[config.mk]
export PLATFORM = sky130hd
export DESIGN_NAME = encoder32to5_drain
export DESIGN_NICKNAME = d
export VERILOG_FILES = /design/src/rtl/encoder32to5_drain.sv
export SDC_FILE = /design/constraint.sdc
export NUM_CORES = 1
export LEC_CHECK = 0
export CAP_MARGIN = 20
export CORE_MARGIN = 2
export CORE_UTILIZATION = 50
export DETAILED_ROUTE_END_ITERATION = 16
export GPL_TIMING_DRIVEN = 0
export MAX_ROUTING_LAYER = met4
export PLACE_DENSITY = 0.88
export SETUP_SLACK_MARGIN = 0.4
export SYNTH_ARGS = -nofsm -noshare
export SYNTH_HDL_FRONTEND = slang
export SYNTH_SLANG_ARGS = --single-unit
[constraint.sdc]
create_clock -name clk -period 9.02 [get_ports clk]
set_input_delay 2.706 -clock clk [delete_from_list [all_inputs] [get_ports clk]]
set_output_delay 2.706 -clock clk [all_outputs]
set_load 0.05 [all_outputs]
[src/rtl/encoder32to5_drain.sv]
// Sequential 32-to-5 encoder: accepts a request word, then emits the index of each set bit, one per cycle.
// Optional build macro ENC32_MSB_FIRST_EN selects MSB-first drain order (default LSB-first).
module encoder32to5_drain #(
  parameter int unsigned CNT_W = 16
) (
  input  logic             clk,
  input  logic             rst,
  input  logic             in_valid,
  output logic             in_ready,
  input  logic [31:0]      in_word,
  output logic             out_valid,
  input  logic             out_ready,
  output logic [4:0]       out_idx,
  output logic             out_last,
  output logic             zero_word,
  output logic [CNT_W-1:0] words_done
);

  typedef enum logic {IDLE, DRAIN} state_t;

  state_t      state, state_nxt;
  logic [31:0] mask;
  logic        accept;
  logic        xfer;

  always_comb begin
    in_ready  = (state == IDLE) && !rst;
    out_valid = (state == DRAIN);
    accept    = in_valid && in_ready;
    xfer      = out_valid && out_ready;
  end

  // Priority encode: the last matching iteration wins, so loop order picks the end.
  always_comb begin
    out_idx = '0;
`ifdef ENC32_MSB_FIRST_EN
    for (int unsigned i = 0; i < 32; i++) begin
      if (mask[i]) out_idx = 5'(i);
    end
`else
    for (int unsigned i = 0; i < 32; i++) begin
      if (mask[31 - i]) out_idx = 5'(31 - i);
    end
`endif
  end

  always_comb out_last = (mask != '0) && ((mask & (mask - 32'd1)) == '0);

  always_comb begin
    state_nxt = state;
    case (state)
      IDLE:    if (accept && (in_word != '0)) state_nxt = DRAIN;
      DRAIN:   if (xfer && out_last) state_nxt = IDLE;
      default: state_nxt = IDLE;
    endcase
  end

  always_ff @(posedge clk or posedge rst) begin
    if (rst) begin
      state      <= IDLE;
      mask       <= '0;
      zero_word  <= 1'b0;
      words_done <= '0;
    end else begin
      state     <= state_nxt;
      zero_word <= accept && (in_word == '0);
      if (accept && (in_word != '0)) begin
        mask <= in_word;
      end else if (xfer) begin
        mask <= mask & ~(32'd1 << out_idx);
      end
      if (xfer && out_last) words_done <= words_done + 1'b1;
    end
  end

endmodule
Word level (Yosys, flattened, before mapping) --
Cells that the tools add are included. W data, S select, Z words.
Storage, ports and cells: input port bits 36, bits in registers 50
Cells by class: reductions and logical operators 13, bitwise gates (word level) 4, add/subtract/negate cells 2, shift operators 1, mux-type cells 37
Operators with widths (number):
- $mux W5 | 32
- $and A32 B32 Y32 | 2
- $logic_not A32 Y1 | 2
- $mux W32 | 2
- $reduce_bool A32 Y1 | 2
- $not A32 Y32 | 1
- $shl A1 B5 Y32 const A | 1
- $sub A32 B1 Y32 const B | 1
- $add A16 B1 Y16 const B | 1
- $logic_and A1 B1 Y1 | 7
- $mux W1 | 2
- $pmux W1 S2 | 1
- $reduce_bool A2 Y1 | 1
- $logic_not A1 Y1 | 1
- $not A1 Y1 | 1

Depth between registers and ports, before layout --
Gate-level depths: netlist (run 1).
depth after elaboration 37, depth in mapped cells 13, mapped depth without buffers 11

Worst setup path after synthesis (run 1) --
No wires, ideal clock.
kind in2out, start input port rst, end output port in_ready, arrival time 3.389 ns, path buffers 0, path slack 2.925 ns, stages 1, cells stage by stage nor2_1
Between the ends: cells in the longest elaborated chain, start to end 2
RTL lines:
- from (decl) | RTL line 7 | input logic rst,
- $logic_not A1 Y1 (no source line)
- $logic_and A1 B1 Y1 | RTL line 27 | in_ready = (state == IDLE) && !rst;
- to (decl) | RTL line 9 | output logic in_ready,
Every way passes these cells.

Worst setup path after layout (run 1) --
start register mask[18], end output port out_last
Between the ends: cells in the longest elaborated chain, start to end 4, elaborated cells on any way between the ends 5, classes of those cells add/sub (1); bitwise (1); reduce/logical (3)
RTL lines:
- from (decl) | RTL line 22 | logic [31:0] mask;
- from (signal assigned) | RTL line 68 | mask <= in_word;
- from (signal assigned) | RTL line 70 | mask <= mask & ~(32'd1 << out_idx);
- $sub A32 B1 Y32 | RTL line 47 | always_comb out_last = (mask != '0) && ((mask & (mask - 32'd1)) == '0);
- $and A32 B32 Y32 | RTL line 47
- $logic_not A32 Y1 | RTL line 47
- $logic_and A1 B1 Y1 * | RTL line 47
- to (decl) | RTL line 14 | output logic out_last,
Mark *: on every way between the ends. The rest lies on a longest branch, timed or not.

==> out/qor.csv, run 1 <==
stage,metric,value,unit
status,status,completed,
layout,syn_to_final_growth,25.9,%
die,die_x,85.6,microns
pwr,internal_power,655,uW
drt,wirelength,9.95,mm
drt,via_per_inst,6.46,
timing,tightest_slew,833,ps
setup_path,worstSetupPathType,flop to output port,
setup_path,startpoint_type,flop,
synth,ys_warn_count,0,
drt,ant_nets,0,
pwr,pwr_density_cell,306,mW/mm^2
setup_path,worstPathRequired,6310,ps
synth,synth_flop_cell,dfrtp_1,
grt,grt_overflow,0,
pwr,clkPwrFrac,0.147,
setup_path,crit_path_end_kind,output port,
pwr,swShare,0.490,
clocking,cts_resized,0,
synth,netlist_area,0.00333,sq mm
timing,rsz0062_at_grt,no,
layout,drive_gt1_frac,0.0897,
synth,post-synth-top-count-cell,dfrtp_1,
grt,met1_usage,0.381,
pwr,pwr-share-seq,0.323,
drt,drc,0,
synth,async_flop_share,1.00,
synth,ys_seq_area_frac,0.376,
placed_design,hpwl,7.58,mm
timing,setup_viol,0,
grt,met2_usage,0.447,
synth,ys_top_cells_by_area,"dfrtp_1 38%, o21ai_0 6.0%, mux2i_1 4.8%, nor4_1 4.5%, nand2_1 4.3%",
timing,final.setup.worst_slack,1980,ps
synth,ys_types,66,
drt,drt_iter0_drc,390,
grt,grt_pass1_vias,3173,
grt,top_usage_layer,met2,
clocking,cts_buffers,5,
clocking,cts.clk_slew.worst_paths,100,ps
timing,fin_tns_setup,0,ps
timing,fmax,142,MHz
synth,synth_top_area_share,0.376,
synth,synth_fp_nets,414,
setup_path,cp.arrival,4330,ps
die,initial_core_util,0.521,
synth,synth-edff-count,0,
synth,syn_area_per_cell,8.83,sq um
layout,nNetsFinal,482,
timing,min_period,7040,ps
grt,grt_first_pass_wirelength,16.1,mm
drt,vias,3379,
synth,synth-seq-cells,50,
timing,drv_slew,0,
grt,grt_use_met3,0.0289,
pwr,p_leak,0.00164,uW
clocking,cts_tree,built,
clocking,clockBufferDepth,2,
timing,slew_headroom,0.439,
grt,grt_max_degree,27,
setup_path,rrSetupSlack,5280,ps
timing,finalHoldViolations,0,
flow_run,drv_cap,0,
grt,grt_util_all_layers,0.286,
synth,postSynthCellCount,377,
die,fp.dieArea,0.00733,sq mm
setup_path,cp_max_fo,9,
layout,n_antenna_cell,0,
synth,yosys-top-cells-count,"50 x dfrtp_1, 40 x o21ai_0, 38 x nand2_1, 35 x nor2_1, 24 x nor4_1",
timing,fin_crit_sh,0.780,
placed_design,io_buffers,60,
die,num_rows,29,
drt,dr.pass1.iters,5,
grt,grt_antenna_before_repair,0,
pwr,net-switching-power,630,uW
clocking,ctsRootBufferMaster,clkbuf_8,
pwr,comb_power_share,0.531,
drt,post_drt_wl_per_cell,19.0,microns
die,pin_count,61,
placed_design,pre_cts_slack,2210,ps
die,die_h,85.6,microns
synth,synth_top_area_cell,dfrtp_1,
clocking,clk_latency,310,ps
min_path,hold_path.class,flop to flop,
clocking,post-cts-setup-buffer-count,0,
pwr,peakVddDrop,0.271,mV
clocking,cts.sinks,50,
timing,clock_skew,9.87,ps
clocking,cts_hold_buf,0,
clocking,cts_htree_levels,2,
die,core,0.00639,sq mm
placed_design,gp_congestion,0.963,
==> cells in the final DEF (no fill, tap or decap), drive strengths merged, types with 3 or more instances in the layout <==
cell type and n:
clkdlybuf4s50 60, dfrtp 50, o21ai 40, nand2 40
nor2 35, nor4 30, a21oi 21, mux2i 16
inv 14, clkbuf 13, nand4 12, xor2 11
nor3 8, nand3 8, buf 8, and2 6
a31oi 5, nand2b 5, xnor2 4, or4 4
or3 3, nor2b 3, o22ai 3, o32ai 3
o21bai 3, o31ai 3, o41ai 3
==> worst paths after layout <==
| check | start | endpoint | cells after the start |
|---|---|---|---|
| min reg2reg | words_done[15] | words_done[15] | 1 |
| min | words_done[15] | words_done[15] | 1 |
| max | mask[18] | out_last | 12 |
| max in group asynchronous | rst | mask[29] | 3 |
| min in group asynchronous | rst | words_done[6] | 2 |
| max reg2reg | mask[18] | words_done[10] | 11 |
==> kinds of logic (layout without fill, tap and decap cells) <==
family / Yosys count / after routing / synth area share
AO/OA/AOI/OAI: 101 / 101 / 0.200
XOR/XNOR: 15 / 15 / 0.0395
buffers and inverters: 30 / 99 / 0.0470
flip-flops: 50 / 50 / 0.376
multiplexers: 17 / 17 / 0.0515
AND/OR/NAND/NOR: 163 / 163 / 0.282
adder cells (fa/ha/maj): 1 / 1 / 0.00376
==> worst max-delay path, cell delays in order (launching register included) <==
cell	delay, ps
dfrtp_1	380
clkbuf_1	230
nor4_2	420
o211ai_2	160
nand2_2	130
nand3_1	190
clkinv_4	140
nand2_1	180
o41ai_2	340
nand4_1	150
nor4b_1	650
and2_1	240
clkdlybuf4s50_1	810
==> area by class of cell <==
class | instances | area, sq um
Clock inverter | 3 | 68.8
Timing Repair Buffer | 61 | 628
Tap cell | 77 | 96.3
Fill cell | 521 | 2190
Multi-Input combinational cell | 297 | 1920
Clock buffer | 5 | 68.8
Buffer | 15 | 95.1
Sequential cell | 50 | 1250
Inverter | 15 | 61.3
==> registers in the layout, summed over array words and instances, names as in the netlist <==
register / flops
zero_word: 1
out_valid: 1
mask: 32
words_done: 16
==> through the flow <==
step	util	power, uW	area (sq um)	hold slack (ps)	cells
after global routing	0.656	1350	4190	483	523
after global placement	0.630	1060	4030	457	514
after floorplan	-	871	3330	575	377
after CTS	0.656	1260	4190	475	523
after detailed placement	0.635	1070	4050	459	515
final	0.656	1280	4190	469	523
==> power by group through the flow <==
stage	Combinational, uW	Clock [uW]	Sequential, uW
final	682	188	415
after global routing	732	197	423
after CTS	666	189	409
after detailed placement	662	0	413
after global placement	648	0	407
after floorplan	492	0	378
==> per-layer routing <==
| layer | part of all wire | vias to the layer above |
|---|---|---|
| met5 | 0 | - |
| met4 | 0.034 | 0 |
| met3 | 0.071 | 32 |
| met2 | 0.48 | 198 |
| met1 | 0.42 | 1595 |
| li1 | - | 1554 |
(Power assumes the default switching activity.)
==> run 2: changes to the inputs <==
--- a/config.mk
+++ b/config.mk
@@ -7,7 +7,7 @@
 export LEC_CHECK = 0
 export CAP_MARGIN = 20
 export CORE_MARGIN = 2
-export CORE_UTILIZATION = 50
+export CORE_UTILIZATION = 48
 export DETAILED_ROUTE_END_ITERATION = 16
 export GPL_TIMING_DRIVEN = 0
 export MAX_ROUTING_LAYER = met4
==> constraint.sdc (replaced) <==
create_clock -name clk -period 5.9 [get_ports clk]
set_input_delay 1.77 -clock clk [delete_from_list [all_inputs] [get_ports clk]]
set_output_delay 1.77 -clock clk [all_outputs]
set_load 0.05 [all_outputs]
==> out/qor.csv, run 2 (same netlist as run 1, synthesis figures left out) <==
stage,metric,value,unit,change
setup_path,startpoint_type,flop,,
clocking,clockBufferDepth,2,,unchanged
clocking,cts_buffers,5,,unchanged
layout,nNetsFinal,482,,unchanged
timing,fin_tns_setup,0,ps,unchanged
timing,fin_crit_sh,0.908,,
clocking,cts_tree,built,,
clocking,cts_htree_levels,2,,unchanged
setup_path,worstSetupPathType,flop to output port,,
drt,drc,0,,unchanged
layout,largest_reg_flops,32,,unchanged
layout,fin_cells,525,,+0.38%
timing,drv_slew,0,,unchanged
clocking,cts_hold_buf,0,,unchanged
die,num_rows,30,,+3.4%
status,status,completed,,
placed_design,gp_congestion,1.02,,+5.8%
drt,ant_nets,0,,unchanged
clocking,clk_latency,320,ps,about the same
drt,drt-met1-wl,4.17,mm,+0.65%
grt,grt_antenna_before_repair,0,,unchanged
timing,clock_skew,11.3,ps,+1.45 ps
setup_path,max_stage_delay,550,ps,-260 ps
timing,finalHoldViolations,0,,unchanged
layout,mostFrequentLayoutCells,"59 x clkdlybuf4s50_1, 50 x dfrtp_1, 40 x o21ai_0, 37 x nand2_1, 35 x nor2_1",,
min_path,hold_path.class,flop to flop,,
drt,top_layer,met4,,
die,fp.dieArea,0.00762,sq mm,+4.0%
layout,final_common_cell,clkdlybuf4s50_1,,
pwr,pwr_density_cell,459,mW/mm^2,+50%
timing,rsz0062_at_grt,no,,
die,initial_core_util,0.493,,-0.0286
drt,dr.pass1.iters,5,,unchanged
min_path,hold_depth,1,,unchanged
timing,fmax,187,MHz,
die,die_h,87.3,microns,+2.0%
pwr,p_leak,0.00162,uW,-1.2%
placed_design,placedCellCount,518,,+0.58%
setup_path,cp_max_fo,9,,unchanged
setup_path,worstPathRequired,4130,ps,-2180 ps
drt,vias,3369,,-0.30%
layout,syn_to_final_growth,25.8,%,about the same
drt,drt_iter0_drc,282,,-28%
layout,n_antenna_cell,0,,unchanged
clocking,cts.sinks,50,,unchanged
placed_design,io_buffers,60,,unchanged
grt,grt_first_pass_wirelength,16.2,mm,+0.95%
drt,wirelength,10.0,mm,+0.75%
timing,setup_viol,0,,unchanged
grt,grt_util_all_layers,0.280,,-0.00599
setup_path,reg2reg_depth,7,,-4
drt,post_drt_wl_per_cell,19.1,microns,+0.37%
drt,via_per_inst,6.42,,-0.68%
drt,dr_wl_met2,4.69,mm,-1.5%
timing,tightest_slew,1260,ps,+422 ps
layout,top_register,mask,,
die,core,0.00676,sq mm,+5.8%
setup_path,crit_chain,nor4_2 > nand4_2 > o32a_1 > nor4_1 > nand4_1 > nor4b_4 > and2_1 > clkdlybuf4s15_2,,
setup_path,crit_slowest_cell,nor4_2,,
placed_design,hpwl,7.65,mm,+0.92%
clocking,ctsRootBufferMaster,clkbuf_8,,
grt,grt_overflow,0,,unchanged
timing,min_period,5360,ps,
layout,drive_gt1_frac,0.0989,,+0.00919
drt,wl_met3,818,microns,+17%
pwr,peakVddDrop,0.375,mV,+38%
die,die_x,87.3,microns,+2.0%
layout,reg_top3,"mask (32), words_done (16)",,
setup_path,cp.arrival,3590,ps,-740 ps
flow_run,drv_cap,0,,unchanged
grt,grt_pass1_vias,3201,,+0.88%
grt,grt_max_degree,34,,+26%
setup_path,crit_path_end_kind,output port,,
die,pin_count,61,,unchanged
timing,slew_headroom,0.156,,-0.283
clocking,cts.clk_slew.worst_paths,90,ps,about the same
## run 2: cell count changes in the layout (fill, tap and decap cells not counted), sizes merged
cell           before  now
bufinv              2    0
clkbuf             13   14
clkdlybuf4s15       0    1
clkdlybuf4s50      60   59
clkinv              2    1
clkinvlp            0    1
## run 2: area by class of cell
class | instances | area (sq um)
fillers | 600 | 2570
multi-input cells | 297 | 1980
repair buffers | 61 | 622
flip-flops and latches | 50 | 1250
well taps | 80 | 100
inverters | 15 | 61.3
clock buffers | 6 | 72.6
clock inverters | 1 | 7.51
plain buffers | 15 | 95.1
## run 2: path summary, 6_finish.rpt
path                                      from             end  slack (ps)
worst max-delay path                   mask[4]        out_last         540
worst min-delay path            words_done[15]  words_done[15]         480
worst max register to register         mask[6]        mask[17]        2210
worst min register to register  words_done[15]  words_done[15]         480
max in group asynchronous                  rst        mask[15]        3580
min in group asynchronous                  rst   words_done[7]        1810
## run 2: routing by layer
metal | global-route usage | vias up
met5 | - | -
met4 | 0.0993 | 0
met3 | 0.0550 | 27
met2 | 0.437 | 173
met1 | 0.362 | 1608
li1 | - | 1561
## run 2: critical path, delay by kind of cell (launching register included)
kind | cells | cell delay, ps
buffers and inverters | 1 | 370
flip-flops | 1 | 470
AO/OA/AOI/OAI | 1 | 400
AND/OR/NAND/NOR | 6 | 2030
## run 2: stage by stage
stage / utilization / cell area [sq um] / hold WS (ps) / setup slack (ps) / power [uW]
2_1_floorplan: - / 3330 / 575 / 1190 / 1330
3_3_place_gp: 0.596 / 4030 / 461 / 239 / 1640
5_1_grt: 0.620 / 4190 / 495 / 405 / 2040
6_report: 0.620 / 4190 / 475 / 542 / 1920
4_1_cts: 0.612 / 4140 / 480 / 493 / 1860
3_5_place_dp: 0.599 / 4050 / 468 / 240 / 1660
## run 2: what timing repair did
item / 4_1_cts / 5_1_grt
endpoints found under the setup margin: 1 / 1
setup buffers: 0 / 0
gates resized for setup: 4 / 8
## run 2: power by group
group          switching (uW)  internal [uW]
Combinational             688            404
Sequential                192            440
Clock                     118           81.7
Total                     998            925
==> run 3: changes to the inputs <==
--- a/config.mk
+++ b/config.mk
@@ -7,12 +7,13 @@
 export LEC_CHECK = 0
 export CAP_MARGIN = 20
 export CORE_MARGIN = 2
-export CORE_UTILIZATION = 48
+export CORE_UTILIZATION = 42
 export DETAILED_ROUTE_END_ITERATION = 16
 export GPL_TIMING_DRIVEN = 0
 export MAX_ROUTING_LAYER = met4
-export PLACE_DENSITY = 0.88
+export PLACE_DENSITY = 0.8
 export SETUP_SLACK_MARGIN = 0.4
+export SKIP_CTS_REPAIR_TIMING = 1
 export SYNTH_ARGS = -nofsm -noshare
 export SYNTH_HDL_FRONTEND = slang
 export SYNTH_SLANG_ARGS = --single-unit
==> out/qor.csv, run 3 (same netlist as run 1, synthesis figures left out) <==
stage,metric,value,unit,change
layout,top_register,mask,,
die,num_rows,32,,+6.7%
clocking,cts.clk_slew.worst_paths,100,ps,about the same
clocking,cts_htree_levels,2,,unchanged
grt,grt_max_degree,30,,-12%
placed_design,gp_congestion,0.976,,-4.3%
clocking,cts.sinks,50,,unchanged
setup_path,reg2reg_depth,11,,+4
placed_design,hpwl,7.74,mm,+1.2%
layout,reg_top3,"mask (32), words_done (16)",,
die,fp.dieArea,0.00866,sq mm,+14%
drt,wirelength,10.1,mm,+1.2%
drt,drt_iter0_drc,404,,+43%
drt,vias,3342,,-0.80%
timing,fin_tns_setup,0,ps,unchanged
setup_path,cp.arrival,3570,ps,-20 ps
drt,ant_nets,0,,unchanged
die,pin_count,61,,unchanged
placed_design,placedCellCount,540,,+4.2%
clocking,cts_buffers,5,,unchanged
clocking,cts_tree,built,,
drt,drc,0,,unchanged
pwr,p_total,1940,uW,+1.0%
setup_path,cp_top_family,compound AO/OA/AOI/OAI gates,,
setup_path,cp_max_fo,10,,+1
layout,fin_cells,551,,+5.0%
pwr,p_leak,0.00165,uW,+1.6%
placed_design,io_buffers,60,,unchanged
flow_run,drv_cap,0,,unchanged
die,core,0.00769,sq mm,+14%
pwr,internal_power,959,uW,+3.6%
layout,nNetsFinal,485,,+0.62%
grt,grt_pass1_vias,3265,,+2.0%
layout,n_antenna_cell,0,,unchanged
drt,post_drt_wl_per_cell,18.4,microns,-3.6%
layout,largest_reg_flops,32,,unchanged
timing,clock_skew,5.16,ps,-6.15 ps
setup_path,critPathBufInv,4,,+3
setup_path,cp_num_cells,11,,+3
layout,drive_gt1_frac,0.100,,+0.00135
setup_path,crit_chain,clkbuf_1 > o311ai_0 > a311o_1 > nand3_1 > clkbuf_1 > o41ai_2 > nand4_1 > nor4b_2 > buf_4 > and2_1 > clkbuf_2,,
clocking,clk_latency,310,ps,about the same
layout,fill_cells,709,,+18%
setup_path,timing.critical_path.mode_cell,clkbuf_1,,
pwr,pwr-share-seq,0.326,,-0.003
min_path,hold_path.class,flop to flop,,
die,initial_core_util,0.433,,-0.0597
timing,fmax,187,MHz,+0.33%
grt,grt_util_all_layers,0.253,,-0.0268
setup_path,worstSetupPathType,flop to output port,,
pwr,swShare,0.507,,-0.0122
status,status,completed,,
grt,grt_overflow,0,,unchanged
timing,slew_headroom,0.430,,+0.274
setup_path,rrSetupSlack,2220,ps,about the same
clocking,ctsRootBufferMaster,clkbuf_8,,
layout,final_common_cell,clkdlybuf4s50_1,,
grt,grt_first_pass_wirelength,16.9,mm,+4.2%
timing,tightest_slew,847,ps,-408 ps
min_path,hold_depth,1,,unchanged
drt,via_per_inst,6.07,,-5.5%
timing,finalHoldViolations,0,,unchanged
setup_path,crit_path_end_kind,output port,,
timing,rsz0062_at_grt,no,,
timing,drv_slew,0,,unchanged
pwr,clkPwrFrac,0.130,,+0.026
timing,setup_viol,0,,unchanged
setup_path,max_stage_delay,500,ps,-50 ps
clocking,clockBufferDepth,2,,unchanged
pwr,comb_power_share,0.544,,-0.024
timing,min_period,5340,ps,-17.4 ps
layout,mostFrequentLayoutCells,"59 x clkdlybuf4s50_1, 50 x dfrtp_1, 40 x o21ai_0, 38 x nand2_1, 35 x nor2_1",,
layout,syn_to_final_growth,26.5,%,
die,die_x,93.0,microns,+6.6%
setup_path,crit_slowest_cell,o311ai_0,,
pwr,pwr_density_cell,461,mW/mm^2,+0.45%
drt,dr.pass1.iters,5,,unchanged
timing,fin_crit_sh,0.905,,-0.00296
pwr,net-switching-power,985,uW,-1.3%
grt,grt_antenna_before_repair,0,,unchanged
setup_path,startpoint_type,flop,,
setup_path,worstPathRequired,4130,ps,about the same
pwr,peakVddDrop,0.451,mV,+20%
die,die_h,93.0,microns,+6.6%
-- run 3: through the flow --
stage                     setup slack, ps   util  hold slack, ps  cell area (sq um)
after floorplan                      1190      -             575               3330
after global placement                222  0.528             468               4060
final                                 559  0.548             482               4210
after CTS                            -196  0.545             482               4190
after detailed placement              217  0.530             469               4080
after global routing                  448  0.548             520               4210
-- run 3: power groups by stage --
stage          clock [uW]  sequential [uW]  combinational [uW]
2_1_floorplan           0              578                 753
6_report              253              634                1060
3_3_place_gp            0              630                1020
5_1_grt               270              652                1150
3_5_place_dp            0              634                1030
4_1_cts               255              628                1040
-- run 3: final cells by class --
type	instances	area, sq um	area share
Clock inverter	3	43.8	0.0104
Sequential cell	50	1250	0.297
Clock buffer	5	68.8	0.0163
Buffer	15	95.1	0.0226
Timing Repair Buffer	64	636	0.151
Multi-Input combinational cell	297	1930	0.458
Inverter	15	61.3	0.0146
Tap cell	102	128	0.0303
-- run 3: path summary, 6_finish.rpt --
kind / start / end
setup / recovery: mask[28] / out_last
hold / removal: words_done[15] / words_done[15]
setup reg to reg: mask[28] / words_done[12]
hold reg to reg: words_done[15] / words_done[15]
max in group asynchronous: rst / mask[29]
min in group asynchronous: rst / out_valid
-- run 3: metal layers --
metal | GRT usage | share of wire | vias to the layer above
met4 | 0.0735 | 0.030 | 0
met3 | 0.0363 | 0.059 | 24
met2 | 0.415 | 0.48 | 133
met1 | 0.330 | 0.43 | 1622
met5 | - | 0 | -
li1 | - | - | 1563
